==> src/rtl/rtmq_pkg.sv <==
// Shared RTMQ definitions: register/address width, main-memory geometry,
// A-port read latency and the fetch-stage state encoding.
package rtmq_pkg;

    localparam int W_REG = 32;
    localparam int N_MEM = 256;
    localparam int L_MEM = 3;
    localparam int W_ADR = $clog2(N_MEM);

    typedef enum logic [0:0] {
        ST_RUN  = 1'b0,
        ST_HALT = 1'b1
    } if_state_t;

    typedef struct packed {
        logic             vld;
        logic [W_REG-1:0] pc;
    } tag_t;

    // Addresses live modulo the memory depth.
    function automatic logic [W_REG-1:0] mem_wrap(input logic [W_REG-1:0] adr);
        return adr & W_REG'(N_MEM - 1);
    endfunction

    function automatic logic adr_in_range(input logic [W_REG-1:0] adr);
        return (adr & ~W_REG'(N_MEM - 1)) == '0;
    endfunction

endpackage

==> src/rtl/rtmq_tag_pipe.sv <==
// Enable-gated shift register of {valid, pc} tags shadowing the A-port read
// pipeline, with a synchronous flush and asynchronous reset.
module rtmq_tag_pipe
    import rtmq_pkg::*;
#(
    parameter int DEPTH = L_MEM
) (
    input  logic clk,
    input  logic rst,
    input  logic en,
    input  logic flush,
    input  tag_t tag_in,
    output tag_t tag_out
);

    tag_t stage_q [DEPTH];

    // Flush empties every stage; stage 0 still captures the new tag when the
    // memory is enabled in the same cycle (jump), otherwise it clears too (halt).
    always_ff @(posedge clk or posedge rst) begin
        if (rst) begin
            for (int i = 0; i < DEPTH; i++) begin
                stage_q[i] <= '0;
            end
        end else if (flush) begin
            for (int i = 1; i < DEPTH; i++) begin
                stage_q[i] <= '0;
            end
            stage_q[0] <= en ? tag_in : '0;
        end else if (en) begin
            stage_q[0] <= tag_in;
            for (int i = 1; i < DEPTH; i++) begin
                stage_q[i] <= stage_q[i-1];
            end
        end
    end

    assign tag_out = stage_q[DEPTH-1];

endmodule

==> src/rtl/rtmq_inst_fetch.sv <==
// RTMQ instruction fetch: owns the PC, drives the main-memory A port and tags
// returning words with their PC. Define RTMQ_IF_FCNT_EN to add the fetch counter.
module rtmq_inst_fetch
    import rtmq_pkg::*;
#(
    parameter logic [W_REG-1:0] RST_PC = '0
) (
    input  logic             clk,
    input  logic             rst,
    output logic [W_REG-1:0] adr_a,
    output logic             en_a,
    input  logic [W_REG-1:0] dat_a,
    input  logic             stall,
    input  logic             jmp,
    input  logic [W_REG-1:0] jmp_adr,
    input  logic             hlt,
    output logic [W_REG-1:0] ins,
    output logic [W_REG-1:0] ins_pc,
    output logic             ins_vld,
    output logic             err,
    output if_state_t        dbg_state
`ifdef RTMQ_IF_FCNT_EN
    ,
    output logic [W_REG-1:0] fcnt
`endif
);

    // Handshake: ins/ins_pc carry a live instruction while ins_vld is high; it
    // is consumed in a cycle with ins_vld & ~stall, and held unchanged otherwise.

    if_state_t        state_q;
    if_state_t        state_d;
    logic [W_REG-1:0] pc_q;
    logic [W_REG-1:0] tgt;
    logic             jmp_bad;
    logic             halt_entry;
    logic             flush;
    tag_t             tag_s0;
    tag_t             tag_s2;

    always_comb begin
        jmp_bad    = ~adr_in_range(jmp_adr);
        tgt        = jmp_bad ? '0 : jmp_adr;
        adr_a      = jmp ? tgt : pc_q;
        en_a       = ~rst & (jmp | ((state_q == ST_RUN) & ~stall & ~hlt));
        halt_entry = (state_q == ST_RUN) & hlt & ~jmp;
        flush      = jmp | halt_entry;
    end

    always_comb begin
        state_d = state_q;
        case (state_q)
            ST_RUN:  if (hlt && !jmp) state_d = ST_HALT;
            ST_HALT: if (jmp)         state_d = ST_RUN;
            default:                  state_d = ST_RUN;
        endcase
    end

    always_ff @(posedge clk or posedge rst) begin
        if (rst) begin
            state_q <= ST_RUN;
        end else begin
            state_q <= state_d;
        end
    end

    always_ff @(posedge clk or posedge rst) begin
        if (rst) begin
            pc_q <= RST_PC;
        end else if (en_a) begin
            pc_q <= mem_wrap(adr_a + W_REG'(1));
        end
    end

    always_ff @(posedge clk or posedge rst) begin
        if (rst) begin
            err <= 1'b0;
        end else if (jmp && jmp_bad) begin
            err <= 1'b1;
        end
    end

    assign tag_s0 = '{vld: 1'b1, pc: adr_a};

    rtmq_tag_pipe #(
        .DEPTH (L_MEM)
    ) u_tag_pipe (
        .clk     (clk),
        .rst     (rst),
        .en      (en_a),
        .flush   (flush),
        .tag_in  (tag_s0),
        .tag_out (tag_s2)
    );

    assign ins       = dat_a;
    assign ins_vld   = tag_s2.vld;
    assign ins_pc    = tag_s2.pc;
    assign dbg_state = state_q;

`ifdef RTMQ_IF_FCNT_EN
    always_ff @(posedge clk or posedge rst) begin
        if (rst) begin
            fcnt <= '0;
        end else if (ins_vld && !stall) begin
            fcnt <= fcnt + W_REG'(1);
        end
    end
`endif

endmodule

==> config.mk <==
export PLATFORM = sky130hd
export DESIGN_NAME = rtmq_inst_fetch
export DESIGN_NICKNAME = d
export VERILOG_FILES = /design/src/rtl/rtmq_pkg.sv /design/src/rtl/rtmq_tag_pipe.sv /design/src/rtl/rtmq_inst_fetch.sv
export SDC_FILE = /design/constraint.sdc
export NUM_CORES = 1
export LEC_CHECK = 0
export BUFFER_PORTS_ARGS = -buffer_cell sky130_fd_sc_hd__buf_2
export CORE_MARGIN = 2
export CORE_UTILIZATION = 30
export CTS_BUF_LIST = sky130_fd_sc_hd__clkbuf_8 sky130_fd_sc_hd__clkbuf_16
export DETAILED_ROUTE_END_ITERATION = 12
export GPL_ROUTABILITY_DRIVEN = 1
export PLACE_DENSITY = 0.53
export SETUP_SLACK_MARGIN = 0.5
export SLEW_MARGIN = 20
export SYNTH_ARGS = -nofsm -noshare
export SYNTH_HDL_FRONTEND = slang
export SYNTH_HIERARCHICAL = 1
export SYNTH_SLANG_ARGS = --single-unit
export TNS_END_PERCENT = 5
==> constraint.sdc <==
create_clock -name clk -period 5.8 [get_ports clk]
set_clock_uncertainty 0.15 [all_clocks]
set_input_delay 0.29 -clock clk [delete_from_list [all_inputs] [get_ports clk]]
set_output_delay 0.29 -clock clk [all_outputs]
set_load 0.005 [all_outputs]
==> metrics.txt <==
gr usage total=10.3%; residual overflow from global routing=0; final period demand of the worst path=3.05 ns; crit path cell chain=dlygate4sd3_1, buf_2, a211o_1, inv_6, buf_4, mux2i_1, nor2_1; number of synthesized flops with an enable pin=0; vias in the first global route=3342; via count normalized by instance count=4.32; Ant. Diodes=0; slowest cell on the critical path=buf_4; critical path's largest stage delay=0.71 ns; routability congestion estimate from global placement=0.848; number of buffers between clock root and the deepest sink=2; Crit. End Element=register; global-route wire length before repair=16.7 mm; Clock Pin Slew Worst Setup and Hold Paths=0.07 ns; power density normalized to cell area=258 nW/µm²; final design area excluding fillers=5920 µm²; HPWL after detailed placement=6.46 mm; Worst Hold Margin=0.0881 ns; utilization after layout=31.7%; predominant post-synthesis flop cell=dfrtp_1; number of storage elements in the synthesis netlist=109; sinks on the clock net=109; FFs w/ async S/R, synth=100%; worst voltage drop across the vdd grid=0.138 mV; Synth Warn #=6; placeable core region=18600 µm²; count of hold-fix buffers inserted at cts=1; final setup violating endpoints=0; IO buf count=80; Period Utilization, post-route=52.7%; synthesized-area fraction occupied by and/or/nand/nor cells=14.2%; DRC=0; top achievable clock speed=0.327 GHz; final layout net count=624; count of cell types in the netlist=44; Max H-tree Level=3; setup repair after global routing missed its margin=no; number of gates given a new drive strength after cts=0; Avg Inst Size Synth=10.8 µm²; relative slew slack=47.5%; number of failing hold endpoints at the final stage=0; Fin Setup TNS=0 ns; Slew Limit Fails=0; pin count of the biggest net entering global routing=96; multiplexer share of the synthesized area=12.2%; fraction of layout cells with a size suffix above 1=25.6%; Buffers & Inverters on Critical Path=4; first-iteration detailed-routing DRC count=182; LEAKAGE=2.85 nW; class of the tightest hold or removal check=primary input to register; area growth from synthesis to layout=4.35%; outcome=completed; number of antenna violations at the first check in global routing=0; area share of fa/ha/maj cells after synthesis=0.221%; worst-margin pin slew=0.787 ns; CTS tree=yes; length of the first detailed-routing pass in iterations=4; startpoint-to-endpoint class of the critical path=primary input to register; worst slack at placement=2.63 ns; Die Y=141 µm; clock buffers created by TritonCTS=9; critical path required time=5.85 ns; total vias in the final route=3423; routed wire length=9.97 mm; I/O pins=169; die footprint=20000 µm²; Placed Area=5620 µm²; family of cells with the greatest summed delay on the critical path=buffers and inverters; maximum fanout along the worst path=80; Maximum Capacitance Violations=0; xor/xnor cell area share of the yosys netlist=0.772%; library cell used as clock root buffer=clkbuf_16; worst path arrival time=3.11 ns; worst setup margin=2.75 ns; number of standard-cell rows in the floorplan=50; dominant combinational cell family by area after synthesis=buffers and inverters; fraction of the yosys area taken by sequential cells=48.1%; cell area after synthesis=5670 µm²; fraction of the mapped netlist area in compound gates=6.86%; Syn Inst Count=527; startpoint type of the worst setup path=primary input; Routed wire per std cell=12.6 µm; Setup Fix Bufs, Post-CTS=0; Initial Utilization=30.4%; number of antenna-violating nets in the routed design=0; later-pin clock latency in the skew report=0.35 ns; x dimension of the die=141 µm
-- flip-flops by register name (all words and copies together), names as in the netlist --
signal              cells
err                     1
dbg_state               1
u_tag_pipe/tag_out     33
u_tag_pipe/stage_q     66
pc_q                    8
-- worst paths after layout --
kind,depth (start not counted),start,slack [ns],end
setup / recovery,7,rst,2.75,u_tag_pipe/stage_q[62]$_DFFE_PP0P_
hold / removal,3,hlt,0.09,dbg_state$_DFF_PP0_
setup reg to reg,7,dbg_state$_DFF_PP0_,2.83,u_tag_pipe/stage_q[62]$_DFFE_PP0P_
hold reg to reg,2,pc_q[7]$_DFFE_PP0P_,0.35,pc_q[7]$_DFFE_PP0P_
max in group asynchronous,4,rst,3.96,u_tag_pipe/tag_out[0]$_DFFE_PP0P_
min in group asynchronous,3,rst,0.38,pc_q[4]$_DFFE_PP0P_
-- power by group --
part / switching (mW) / internal (mW)
clock network: 0.289 / 0.298
logic: 0.0925 / 0.0523
registers: 0.0134 / 0.781
-- cell type report --
class	count	area [µm²]
clock buffer	9	225
clock inverter	6	56.3
fill	1950	12700
inverter	8	37.5
multi-input combinational	342	2140
sequential	109	2730
tap	234	293
timing repair buffer	84	437
-- tightest hold or removal path: stages --
cell	delay, ns
buf_2	0.11
nor2_1	0.08
nor2_1	0.06
-- layer usage --
metal  vias to the layer above  track usage [%]  share of wire [%]
li1                       1655                -                  -
met1                      1622             14.1                 48
met2                       119             15.4                 44
met3                        27             3.00                5.5
met4                         0             4.21                2.3
met5                         -                0                  0
-- cell usage after synthesis, types with 2 or more instances --
master    number  area share [%]
a21o_2         3            0.46
a22o_1         6            0.93
inv_1          8            0.53
nor4_2         4            0.88
o21ai_1       18             1.6
nor2_1        64             4.2
buf_2          7            0.62
buf_12         7             2.5
mux2_2         3            0.60
buf_8          2            0.53
xnor2_1        4            0.62
nor4_1         2            0.22
buf_6          4            0.79
a31oi_1        2            0.22
o21ai_0        6            0.53
dfrtp_1      109              48
conb_1         2            0.13
mux2i_1       66              12
a22oi_1        2            0.26
nor2_2         7            0.77
nand2_2       10             1.1
nor2b_1        5            0.55
o21ai_2       11             1.7
nand2b_1      28             3.1
nand3_1        4            0.35
nand2_1       32             2.1
buf_4         94              12
-- through the flow --
stage / power [mW] / cells
6_report: 1.53 / 792
3_5_place_dp: 0.956 / 776
5_1_grt: 1.61 / 792
3_3_place_gp: 0.953 / 776
2_1_floorplan: 0.963 / 574
4_1_cts: 1.56 / 792
-- cell families after synthesis --
group | count (synthesis)
buffers and inverters | 123
AOI/OAI and AO/OA | 56
and+or+nand+nor | 162
DFF | 109
adders and majority gates | 1
xor gates and xnor gates | 5
muxes | 69
other | 2
-- placed cells by master, fill, tap and decap left out, types with 4 or more instances in the layout --
cell | netlist | layout
nand2_2 | 10 | 10
o21ai_2 | 11 | 11
nor2_2 | 7 | 7
nor2_1 | 64 | 64
buf_2 | 7 | 80
nand3_1 | 4 | 4
nor2b_1 | 5 | 5
clkbuf_16 | 0 | 9
nor4_2 | 4 | 4
nand2b_1 | 28 | 28
xnor2_1 | 4 | 4
o21ai_0 | 6 | 5
dfrtp_1 | 109 | 109
inv_1 | 8 | 6
nand2_1 | 32 | 32
conb_1 | 2 | 49
mux2i_1 | 66 | 66
a22o_1 | 6 | 6
o21ai_1 | 18 | 18
No activity file was read; power rests on OpenSTA's default activity.
